$ cat src/rtl/cpu_ctrl_pkg.sv
// Shared opcode, state and control-code definitions for the multi-cycle CPU control unit.
package cpu_ctrl_pkg;

    // Opcodes latched by the instruction register
    localparam logic [5:0] OpAdd   = 6'b000000;
    localparam logic [5:0] OpSub   = 6'b000001;
    localparam logic [5:0] OpAddiu = 6'b000010;
    localparam logic [5:0] OpAnd   = 6'b010000;
    localparam logic [5:0] OpAndi  = 6'b010001;
    localparam logic [5:0] OpOri   = 6'b010010;
    localparam logic [5:0] OpXori  = 6'b010011;
    localparam logic [5:0] OpSll   = 6'b011000;
    localparam logic [5:0] OpSlti  = 6'b100110;
    localparam logic [5:0] OpSw    = 6'b110000;
    localparam logic [5:0] OpLw    = 6'b110001;
    localparam logic [5:0] OpBeq   = 6'b110100;
    localparam logic [5:0] OpBne   = 6'b110101;
    localparam logic [5:0] OpBltz  = 6'b110110;
    localparam logic [5:0] OpJ     = 6'b111000;
    localparam logic [5:0] OpJr    = 6'b111001;
    localparam logic [5:0] OpJal   = 6'b111010;

    // Control FSM state encoding (visible on curState)
    typedef enum logic [2:0] {
        StIf    = 3'b000,
        StId    = 3'b001,
        StExeLs = 3'b010,
        StMem   = 3'b011,
        StWbLd  = 3'b100,
        StExeBr = 3'b101,
        StExeAl = 3'b110,
        StWbAl  = 3'b111
    } state_e;

    // ALUOp codes
    localparam logic [2:0] AluAdd = 3'b000;
    localparam logic [2:0] AluSub = 3'b001;
    localparam logic [2:0] AluSll = 3'b010;
    localparam logic [2:0] AluOr  = 3'b011;
    localparam logic [2:0] AluAnd = 3'b100;
    localparam logic [2:0] AluSlt = 3'b101;
    localparam logic [2:0] AluXor = 3'b110;

    // PCSrc codes
    localparam logic [1:0] PcNext   = 2'b00;
    localparam logic [1:0] PcBranch = 2'b01;
    localparam logic [1:0] PcReg    = 2'b10;
    localparam logic [1:0] PcJump   = 2'b11;

    // RegDst codes
    localparam logic [1:0] RegDst31 = 2'b00;
    localparam logic [1:0] RegDstRt = 2'b01;
    localparam logic [1:0] RegDstRd = 2'b10;

    // One-hot instruction class; alu is register-register, imm_alu uses the immediate
    typedef struct packed {
        logic alu;
        logic imm_alu;
        logic branch;
        logic mem;
        logic jump;
        logic halt;
        logic nop;
    } op_class_t;

    // ALU operation for an ALU-class opcode
    function automatic logic [2:0] alu_op_of(input logic [5:0] op);
        case (op)
            OpSub:         alu_op_of = AluSub;
            OpAnd, OpAndi: alu_op_of = AluAnd;
            OpOri:         alu_op_of = AluOr;
            OpXori:        alu_op_of = AluXor;
            OpSll:         alu_op_of = AluSll;
            OpSlti:        alu_op_of = AluSlt;
            default:       alu_op_of = AluAdd;
        endcase
    endfunction

endpackage

$ cat src/rtl/ctrl_opclass_decode.sv
// Maps the latched opcode onto a one-hot instruction class.
module ctrl_opclass_decode
    import cpu_ctrl_pkg::*;
#(
    parameter logic [5:0] HALT_OP = 6'b111111
) (
    input  logic [5:0] opCode,
    output op_class_t  op_class
);

    // Halt is checked first so a remapped HALT_OP still wins over other classes
    always_comb begin
        op_class = '0;
        if (opCode == HALT_OP) begin
            op_class.halt = 1'b1;
        end else begin
            case (opCode)
                OpAdd, OpSub, OpAnd, OpSll:             op_class.alu     = 1'b1;
                OpAddiu, OpAndi, OpOri, OpXori, OpSlti: op_class.imm_alu = 1'b1;
                OpBeq, OpBne, OpBltz:                   op_class.branch  = 1'b1;
                OpSw, OpLw:                             op_class.mem     = 1'b1;
                OpJ, OpJr, OpJal:                       op_class.jump    = 1'b1;
                default:                                op_class.nop     = 1'b1;
            endcase
        end
    end

endmodule

$ cat src/rtl/multicycle_control_unit.sv
// Control FSM for the multi-cycle CPU: sequences IF/ID/EXE/MEM/WB and drives datapath controls.
module multicycle_control_unit
    import cpu_ctrl_pkg::*;
#(
    parameter logic [5:0] HALT_OP = 6'b111111
) (
    input  logic       CLK,
    input  logic       Reset,
    input  logic [5:0] opCode,
    input  logic       zero,
    input  logic       sign,
    output logic       IRWre,
    output logic       PCWre,
    output logic       InsMemRW,
    output logic       RegWre,
    output logic       mRD,
    output logic       mWR,
    output logic       ALUSrcA,
    output logic       ALUSrcB,
    output logic       ExtSel,
    output logic       DBDataSrc,
    output logic       WrRegDSrc,
    output logic [1:0] RegDst,
    output logic [1:0] PCSrc,
    output logic [2:0] ALUOp,
    output logic [2:0] curState
);

    state_e    state_q, state_d;
    op_class_t cls;
    logic      br_taken;
    logic      alu_ext;

    ctrl_opclass_decode #(
        .HALT_OP (HALT_OP)
    ) u_decode (
        .opCode   (opCode),
        .op_class (cls)
    );

    assign curState = state_q;
    assign alu_ext  = (opCode == OpAddiu) || (opCode == OpSlti);
    assign br_taken = ((opCode == OpBeq) && zero) || ((opCode == OpBne) && !zero) ||
                      ((opCode == OpBltz) && sign);

    // State register, the only storage in the control unit
    always_ff @(posedge CLK or negedge Reset) begin
        if (!Reset) begin
            state_q <= StIf;
        end else begin
            state_q <= state_d;
        end
    end

    // Next-state and control outputs from (state, opCode, zero, sign)
    always_comb begin
        state_d   = state_q;
        IRWre     = 1'b0;
        PCWre     = 1'b0;
        InsMemRW  = 1'b0;
        RegWre    = 1'b0;
        mRD       = 1'b0;
        mWR       = 1'b0;
        ALUSrcA   = 1'b0;
        ALUSrcB   = 1'b0;
        ExtSel    = 1'b0;
        DBDataSrc = 1'b0;
        WrRegDSrc = 1'b0;
        RegDst    = RegDst31;
        PCSrc     = PcNext;
        ALUOp     = AluAdd;
        unique case (state_q)
            StIf: begin
                InsMemRW = 1'b1;
                IRWre    = 1'b1;
                state_d  = StId;
            end
            StId: begin
                if (cls.halt) begin
                    state_d = StId;
                end else if (cls.alu || cls.imm_alu) begin
                    state_d = StExeAl;
                end else if (cls.branch) begin
                    state_d = StExeBr;
                end else if (cls.mem) begin
                    state_d = StExeLs;
                end else if (cls.jump) begin
                    PCWre   = 1'b1;
                    PCSrc   = (opCode == OpJr) ? PcReg : PcJump;
                    RegWre  = (opCode == OpJal);
                    state_d = StIf;
                end else begin
                    PCWre   = 1'b1;
                    state_d = StIf;
                end
            end
            StExeAl: begin
                ALUOp   = alu_op_of(opCode);
                ALUSrcA = (opCode == OpSll);
                ALUSrcB = cls.imm_alu;
                ExtSel  = alu_ext;
                state_d = StWbAl;
            end
            StWbAl: begin
                ALUOp     = alu_op_of(opCode);
                ALUSrcA   = (opCode == OpSll);
                ALUSrcB   = cls.imm_alu;
                ExtSel    = alu_ext;
                RegWre    = 1'b1;
                WrRegDSrc = 1'b1;
                PCWre     = 1'b1;
                RegDst    = cls.alu ? RegDstRd : RegDstRt;
                state_d   = StIf;
            end
            StExeBr: begin
                ExtSel  = 1'b1;
                PCWre   = 1'b1;
                ALUOp   = (opCode == OpBltz) ? AluAdd : AluSub;
                PCSrc   = br_taken ? PcBranch : PcNext;
                state_d = StIf;
            end
            StExeLs: begin
                ALUSrcB = 1'b1;
                ExtSel  = 1'b1;
                state_d = StMem;
            end
            StMem: begin
                ALUSrcB = 1'b1;
                ExtSel  = 1'b1;
                if (opCode == OpLw) begin
                    mRD     = 1'b1;
                    state_d = StWbLd;
                end else begin
                    mWR     = (opCode == OpSw);
                    PCWre   = 1'b1;
                    state_d = StIf;
                end
            end
            StWbLd: begin
                mRD       = 1'b1;
                DBDataSrc = 1'b1;
                WrRegDSrc = 1'b1;
                RegDst    = RegDstRt;
                RegWre    = 1'b1;
                PCWre     = 1'b1;
                state_d   = StIf;
            end
        endcase
        // Reset blocks every write strobe so an aborted instruction leaves no trace
        if (!Reset) begin
            IRWre  = 1'b0;
            PCWre  = 1'b0;
            RegWre = 1'b0;
            mWR    = 1'b0;
            mRD    = 1'b0;
        end
    end

endmodule

$ cat config.mk
export PLATFORM = sky130hd
export DESIGN_NAME = multicycle_control_unit
export DESIGN_NICKNAME = d
export VERILOG_FILES = /design/src/rtl/cpu_ctrl_pkg.sv /design/src/rtl/ctrl_opclass_decode.sv /design/src/rtl/multicycle_control_unit.sv
export SDC_FILE = /design/constraint.sdc
export NUM_CORES = 1
export LEC_CHECK = 0
export CAP_MARGIN = 20
export CORE_MARGIN = 2
export CORE_UTILIZATION = 42
export DETAILED_ROUTE_END_ITERATION = 10
export MAX_ROUTING_LAYER = met4
export PLACE_DENSITY = 0.76
export SYNTH_ARGS = -nofsm -noshare
export SYNTH_HDL_FRONTEND = slang
export SYNTH_HIERARCHICAL = 1
export SYNTH_SLANG_ARGS = --single-unit
$ cat constraint.sdc
create_clock -name CLK -period 3 [get_ports CLK]
set_input_delay 0.6 -clock CLK [delete_from_list [all_inputs] [get_ports CLK]]
set_output_delay 0.6 -clock CLK [all_outputs]
set_load 0.03 [all_outputs]
==> results of run 1 <==
==> through the flow <==
| stage | power, uW | hold slack (ns) | cells | TNS (ns) | util |
|---|---|---|---|---|---|
| floorplan | 340 | 0.304 | 101 | 0 | - |
| global placement | 497 | 0.560 | 159 | -0.836 | 0.715 |
| detailed placement | 504 | 0.576 | 159 | -1.00 | 0.715 |
| CTS | 580 | 0.593 | 163 | 0 | 0.735 |
| global route | 629 | 0.637 | 164 | -0.00211 | 0.748 |
| finish | 588 | 0.602 | 164 | 0 | 0.748 |
==> worst max-delay path, stage by stage <==
cell and delay (ns):
clkdlybuf4s15_1 0.26, and2b_1 0.22, a32oi_2 0.20, nor2_2 0.08, or4_1 0.53, nor3_2 0.17
a32o_2 0.19, buf_6 0.13
==> metal layers <==
layer  wire [um]  part of all wire  track usage  vias to the layer above
met5           0                 0            -                        -
met4           4            0.0017       0.0788                        0
met3         117             0.049       0.0560                        2
met2        1150              0.49        0.443                       28
met1        1090              0.46        0.332                      446
li1            -                 -            -                      476
==> path summary, 6_finish.rpt <==
| kind | to |
|---|---|
| max | RegWre |
| min | curState[0]$_DFF_PN0_ |
| max reg2reg | curState[2]$_DFF_PN0_ |
| min reg2reg | curState[0]$_DFF_PN0_ |
| max in group asynchronous | curState[0]$_DFF_PN0_ |
| min in group asynchronous | curState[2]$_DFF_PN0_ |
==> cell type report <==
class / instances / area share
Clock buffer: 4 / 0.0231
Inverter: 9 / 0.0296
Multi-Input combinational cell: 82 / 0.504
Sequential cell: 3 / 0.0659
Tap cell: 16 / 0.0176
Timing Repair Buffer: 50 / 0.360
==> power by group through the flow <==
stage | Clock [uW] | Sequential (uW) | Combinational, uW
final | 75.9 | 101 | 411
after global routing | 80.5 | 107 | 442
after CTS | 76.6 | 98.7 | 404
after detailed placement | 0 | 99.1 | 405
after global placement | 0 | 97.9 | 399
after floorplan | 0 | 94.4 | 245
==> repair_timing <==
item                       in CTS  in global routing
resized for setup               9                 11
setup endpoints to repair       6                  4
buffers inserted                0                  1
pin swaps                       0                  4
==> placed cells by master (no fill, tap or decap), drive strengths merged, types with 2 or more instances in the layout <==
cell type	count
a211oi	2
a21oi	4
a31oi	2
and4	2
buf	32
clkbuf	6
clkdlybuf4s50	12
dfrtp	3
dlygate4sd2	3
inv	9
mux2i	2
nand2	6
nand2b	2
nand3	3
nand3b	2
nand4	2
nor2	13
nor3	5
nor4	2
o21a	2
o21ai	2
or3	3
or4b	2
==> impl_results.md, run 1 <==
* Num ports at 31
* Fillers at 121
* Max clock buf depth at 2
* Switching power at approximately 310 uW
* Final Worst Setup Slack at 0.0372 ns
* Sw Share at 0.520
* Worst path arrival time at 2.36 ns
* Reg2reg path depth at 3
* Routed WL at around 2400 um
* Iter 0 DRT Violations at 18
* DRC at 0
* Vias in the first global route at 907
* Antenna cells at 0
* Static Leak at 0.000510 uW
* Via count at roughly 950
* DIE AREA at 2000 sq um
* Clk sinks at 3
* Peak Freq at 338 MHz
* Crit Path Class: in2out
* Share of cells above drive strength 1 at 0.324
* Largest fanout on the critical path at 5
* Post-synth net total at 111
* PwrDens at 516 nW/um^2
* Detail Route Antenna Nets at 0
* Clock root buffer: clkbuf_4
* Period minus WS final at between 2 and 3 ns
* H-Tree Level Count at 1
* R2R Setup Slk at between 1 and 1.5 ns
* Mapped Cells at 101
* Gate power share at 0.699
* Fin area at 1140 sq um
* Global-route wire length before repair at 3940 um
* Total grt overflow at 0
* Crit end category: output port
* CTS tree: done
* Via/cell ratio at about 5.8
* CP startpoint kind: primary input
* I/O Buffers at 30
* Clock buffer count from CTS at 3
* Rel. slew slack at 0.657
* Final period utilization at 0.988
* Storage cell area at ~75 sq um
* Cell-internal power at 282 uW
* Area Overhead vs Synth at 63.8%
* Dpl hpwl at 1780 um
* Worst Setup SP: opCode[2]
* Max-slew violations at 0
* Area of the multi-input gates at 574 sq um
* FF-to-FF Start: curState[1]$_DFF_PN0_
* CP required at 2.40 ns
* Placed Area at 1090 sq um
* Max cap viols at 0
* Post-CTS Hold Buffers at 0
* Worst Skew at a little under 0.008 ns
* Mean Syn Cell Area at 6.89 sq um
* Routability cong. at about 0.9
* Clk_lat worst skew at 0.25 ns
* Die width at 44.7 um
* Status: completed
* Max reg flops at 3
* Final setup vio count at 0
* Largest net degree at the start of global routing at 16
* Worst-path clk slew at 0.04 ns
* Worst-margin pin slew at 0.514 ns
* Initial core utilization at 0.456
* Core area at 1520 sq um
* Clk pwr share at 0.129
* Die Ht at 44.7 um
* Worst Hold Class: reg2reg
* Synth warn at 6
* Hold Crit Depth at 1
* Peak VDD IR at about 0.58 mV
* Setup WS pre-CTS at -0.256 ns
* Fin. Hold Viols at 0
* Hold Crit Start: curState[2]$_DFF_PN0_
* Num rows at 14
* WL/cell at 14.4 um
* Sequential share of power at 0.172
* DR pass1 iterations at 4
* GRT Total Usage at 0.270
* Initial antenna violation count at 0
* Mapped cell area at 696 sq um
* Net count, final at 159
(Power assumes the default switching activity.)
==> run 2: changes to the inputs <==
--- a/config.mk
+++ b/config.mk
@@ -7,10 +7,10 @@
 export LEC_CHECK = 0
 export CAP_MARGIN = 20
 export CORE_MARGIN = 2
-export CORE_UTILIZATION = 42
+export CORE_UTILIZATION = 25
 export DETAILED_ROUTE_END_ITERATION = 10
 export MAX_ROUTING_LAYER = met4
-export PLACE_DENSITY = 0.76
+export PLACE_DENSITY = 0.49
 export SYNTH_ARGS = -nofsm -noshare
 export SYNTH_HDL_FRONTEND = slang
 export SYNTH_HIERARCHICAL = 1
==> impl_results.md, run 2 (synthesized netlist as in run 1, its figures left out) <==
* Largest fanout on the critical path at 5 (unchanged)
* Initial antenna violation count at 0 (unchanged)
* Crit end category: output port (unchanged)
* Total grt overflow at 0 (unchanged)
* Setup WS pre-CTS at -0.296 ns (was -0.256 ns)
* Antenna cells at 0 (unchanged)
* PwrDens at 504 nW/um^2 (was 516 nW/um^2)
* Core area at 2710 sq um (was 1520 sq um)
* Clk sinks at 3 (unchanged)
* Fillers at 300 (was 121)
* Dpl hpwl at 2010 um (was 1780 um)
* Peak Freq at 341 MHz (was 338 MHz)
* R2R Setup Slk at 1.42 ns (was 1.39 ns)
* Clock root buffer: clkbuf_4 (unchanged)
* CP required at 2.40 ns (about the same)
* Net count, final at 168 (was 159)
* DR pass1 iterations at 4 (unchanged)
* Most Used Layer, Global Route: met2 (unchanged)
* DIE AREA at 3220 sq um (was 2000 sq um)
* Status: completed (unchanged)
* H-Tree Level Count at 1 (unchanged)
* Commonest non-fill, non-tap cells in the layout: buf_4 (36), nor2_1 (13), clkdlybuf4s50_1 (13), inv_1 (9), nand2_1 (6) (was buf_4 (31), nor2_1 (12), clkdlybuf4s50_1 (12), inv_1 (8), nand2_1 (6))
* Detail Route Antenna Nets at 0 (unchanged)
* Share of cells above drive strength 1 at 0.363 (was 0.324)
* DRC at 0 (unchanged)
* Peak VDD IR at 0.634 mV (was 0.575 mV)
* Worst Hold Class: reg2reg (unchanged)
* Crit Path Class: in2out (unchanged)
* Max clock buf depth at 2 (unchanged)
* Iter 0 DRT Violations at 17 (was 18)
* Placed Area at 1180 sq um (was 1090 sq um)
* Global Route met1 Usage at 0.210 (was 0.332)
* Rel. slew slack at 0.688 (was 0.657)
* Final Worst Setup Slack at 0.0713 ns (was 0.0372 ns)
* Routability cong. at 0.848 (was 0.900)
* Max-slew violations at 0 (unchanged)
* Clock buffer count from CTS at 3 (unchanged)
* Static Leak at 0.000552 uW (was 0.000510 uW)
* Via/cell ratio at 5.14 (was 5.80)
* Commonest non-fill, non-tap cell in the layout: buf_4 (unchanged)
* CTS tree: done (unchanged)
* Met2 Usage GRT at 0.256 (was 0.443)
* GR Util met3 at 0.0346 (was 0.0560)
* Die Ht at 56.8 um (was 44.7 um)
* Via count at 966 (was 952)
* Max cap viols at 0 (unchanged)
* Post-CTS Hold Buffers at 0 (unchanged)
* RSZ-0062 raised after global routing: no
* Global-route wire length before repair at 4090 um (was 3940 um)
* Final core occ at 0.457 (was 0.748)
* I/O Buffers at 30 (unchanged)
* Area Overhead vs Synth at 77.9% (was 63.8%)
* Pwr Total at 623 uW (was 588 uW)
* Period minus WS final at 2.93 ns (was 2.96 ns)
* Die width at 56.8 um (was 44.7 um)
* Vias in the first global route at 933 (was 907)
* Routed WL at 2530 um (was 2370 um)
* CP startpoint kind: primary input (unchanged)
* Fin area at 1240 sq um (was 1140 sq um)
* Final setup vio count at 0 (unchanged)
* WL/cell at 13.4 um (was 14.4 um)
* Largest net degree at the start of global routing at 13 (was 16)
* Worst Skew at 0.00318 ns (was 0.00790 ns)
* Initial core utilization at 0.257 (was 0.456)
* Num ports at 31 (unchanged)
* GRT Total Usage at 0.164 (was 0.270)
* Worst-margin pin slew at 0.456 ns (was 0.514 ns)
* Final period utilization at 0.976 (was 0.988)
* DP Cell Count at 183 (was 159)
* Max reg flops at 3 (unchanged)
* Clk_lat worst skew at 0.24 ns (was 0.25 ns)
* Non-filler cells, final at 188 (was 164)
* Fin. Hold Viols at 0 (unchanged)
* Worst-path clk slew at 0.03 ns (was 0.04 ns)
* Num rows at 19 (was 14)
* Worst path arrival time at 2.33 ns (was 2.36 ns)
-- run 2: changes by cell type in the layout (fill, tap and decap cells not counted), sizes merged --
cell	delta
buf	+9
clkdlybuf4s15	+3
clkdlybuf4s50	+1
dlygate4sd2	-3
clkbuf	-1
-- run 2: repair_timing --
| action | CTS | global route |
|---|---|---|
| endpoints found under the setup margin | 7 | 4 |
| pin swaps | 3 | 3 |
| gates resized for setup | 21 | 6 |
| setup buffers | 1 | 0 |
-- run 2: stage by stage --
stage | hold WS (ns) | TNS [ns]
floorplan | 0.304 | 0
global placement | 0.574 | -1.07
detailed placement | 0.575 | -1.05
CTS | 0.581 | 0
global route | 0.624 | 0
finish | 0.574 | 0
-- run 2: worst max-delay path, stage by stage --
cell	delay [ns]
clkdlybuf4s15_2	0.23
and2_4	0.19
nand2_1	0.06
nor2_1	0.05
or4b_4	0.56
buf_4	0.17
nor3_2	0.15
a32o_2	0.19
buf_6	0.13
-- run 2: area by class of cell --
cell class              count  area [sq um]  area share
multi-input cells          82           563       0.455
repair buffers             59           500       0.404
flip-flops and latches      3          75.1      0.0607
well taps                  31          38.8      0.0313
inverters                   9          33.8      0.0273
clock buffers               4          26.3      0.0212
-- run 2: final timing paths --
| kind | start | endpoint | depth (start not counted) |
|---|---|---|---|
| min reg2reg | curState[0]$_DFF_PN0_ | curState[0]$_DFF_PN0_ | 1 |
| max reg2reg | curState[1]$_DFF_PN0_ | curState[2]$_DFF_PN0_ | 4 |
| max in group asynchronous | Reset | curState[1]$_DFF_PN0_ | 2 |
| min | curState[0]$_DFF_PN0_ | curState[0]$_DFF_PN0_ | 1 |
| min in group asynchronous | Reset | curState[2]$_DFF_PN0_ | 2 |
| max | opCode[1] | RegWre | 9 |
-- run 2: per-layer routing --
layer | vias up | routed length (um)
met5 | - | 0
met4 | 0 | 20
met3 | 4 | 122
met2 | 24 | 1150
met1 | 445 | 1230
li1 | 493 | -
-- run 2: where the power goes --
group	internal [uW]	switching, uW	total (uW)
clock	49.8	21.1	71.0
sequential	54.2	24.8	78.9
combinational	212	262	474
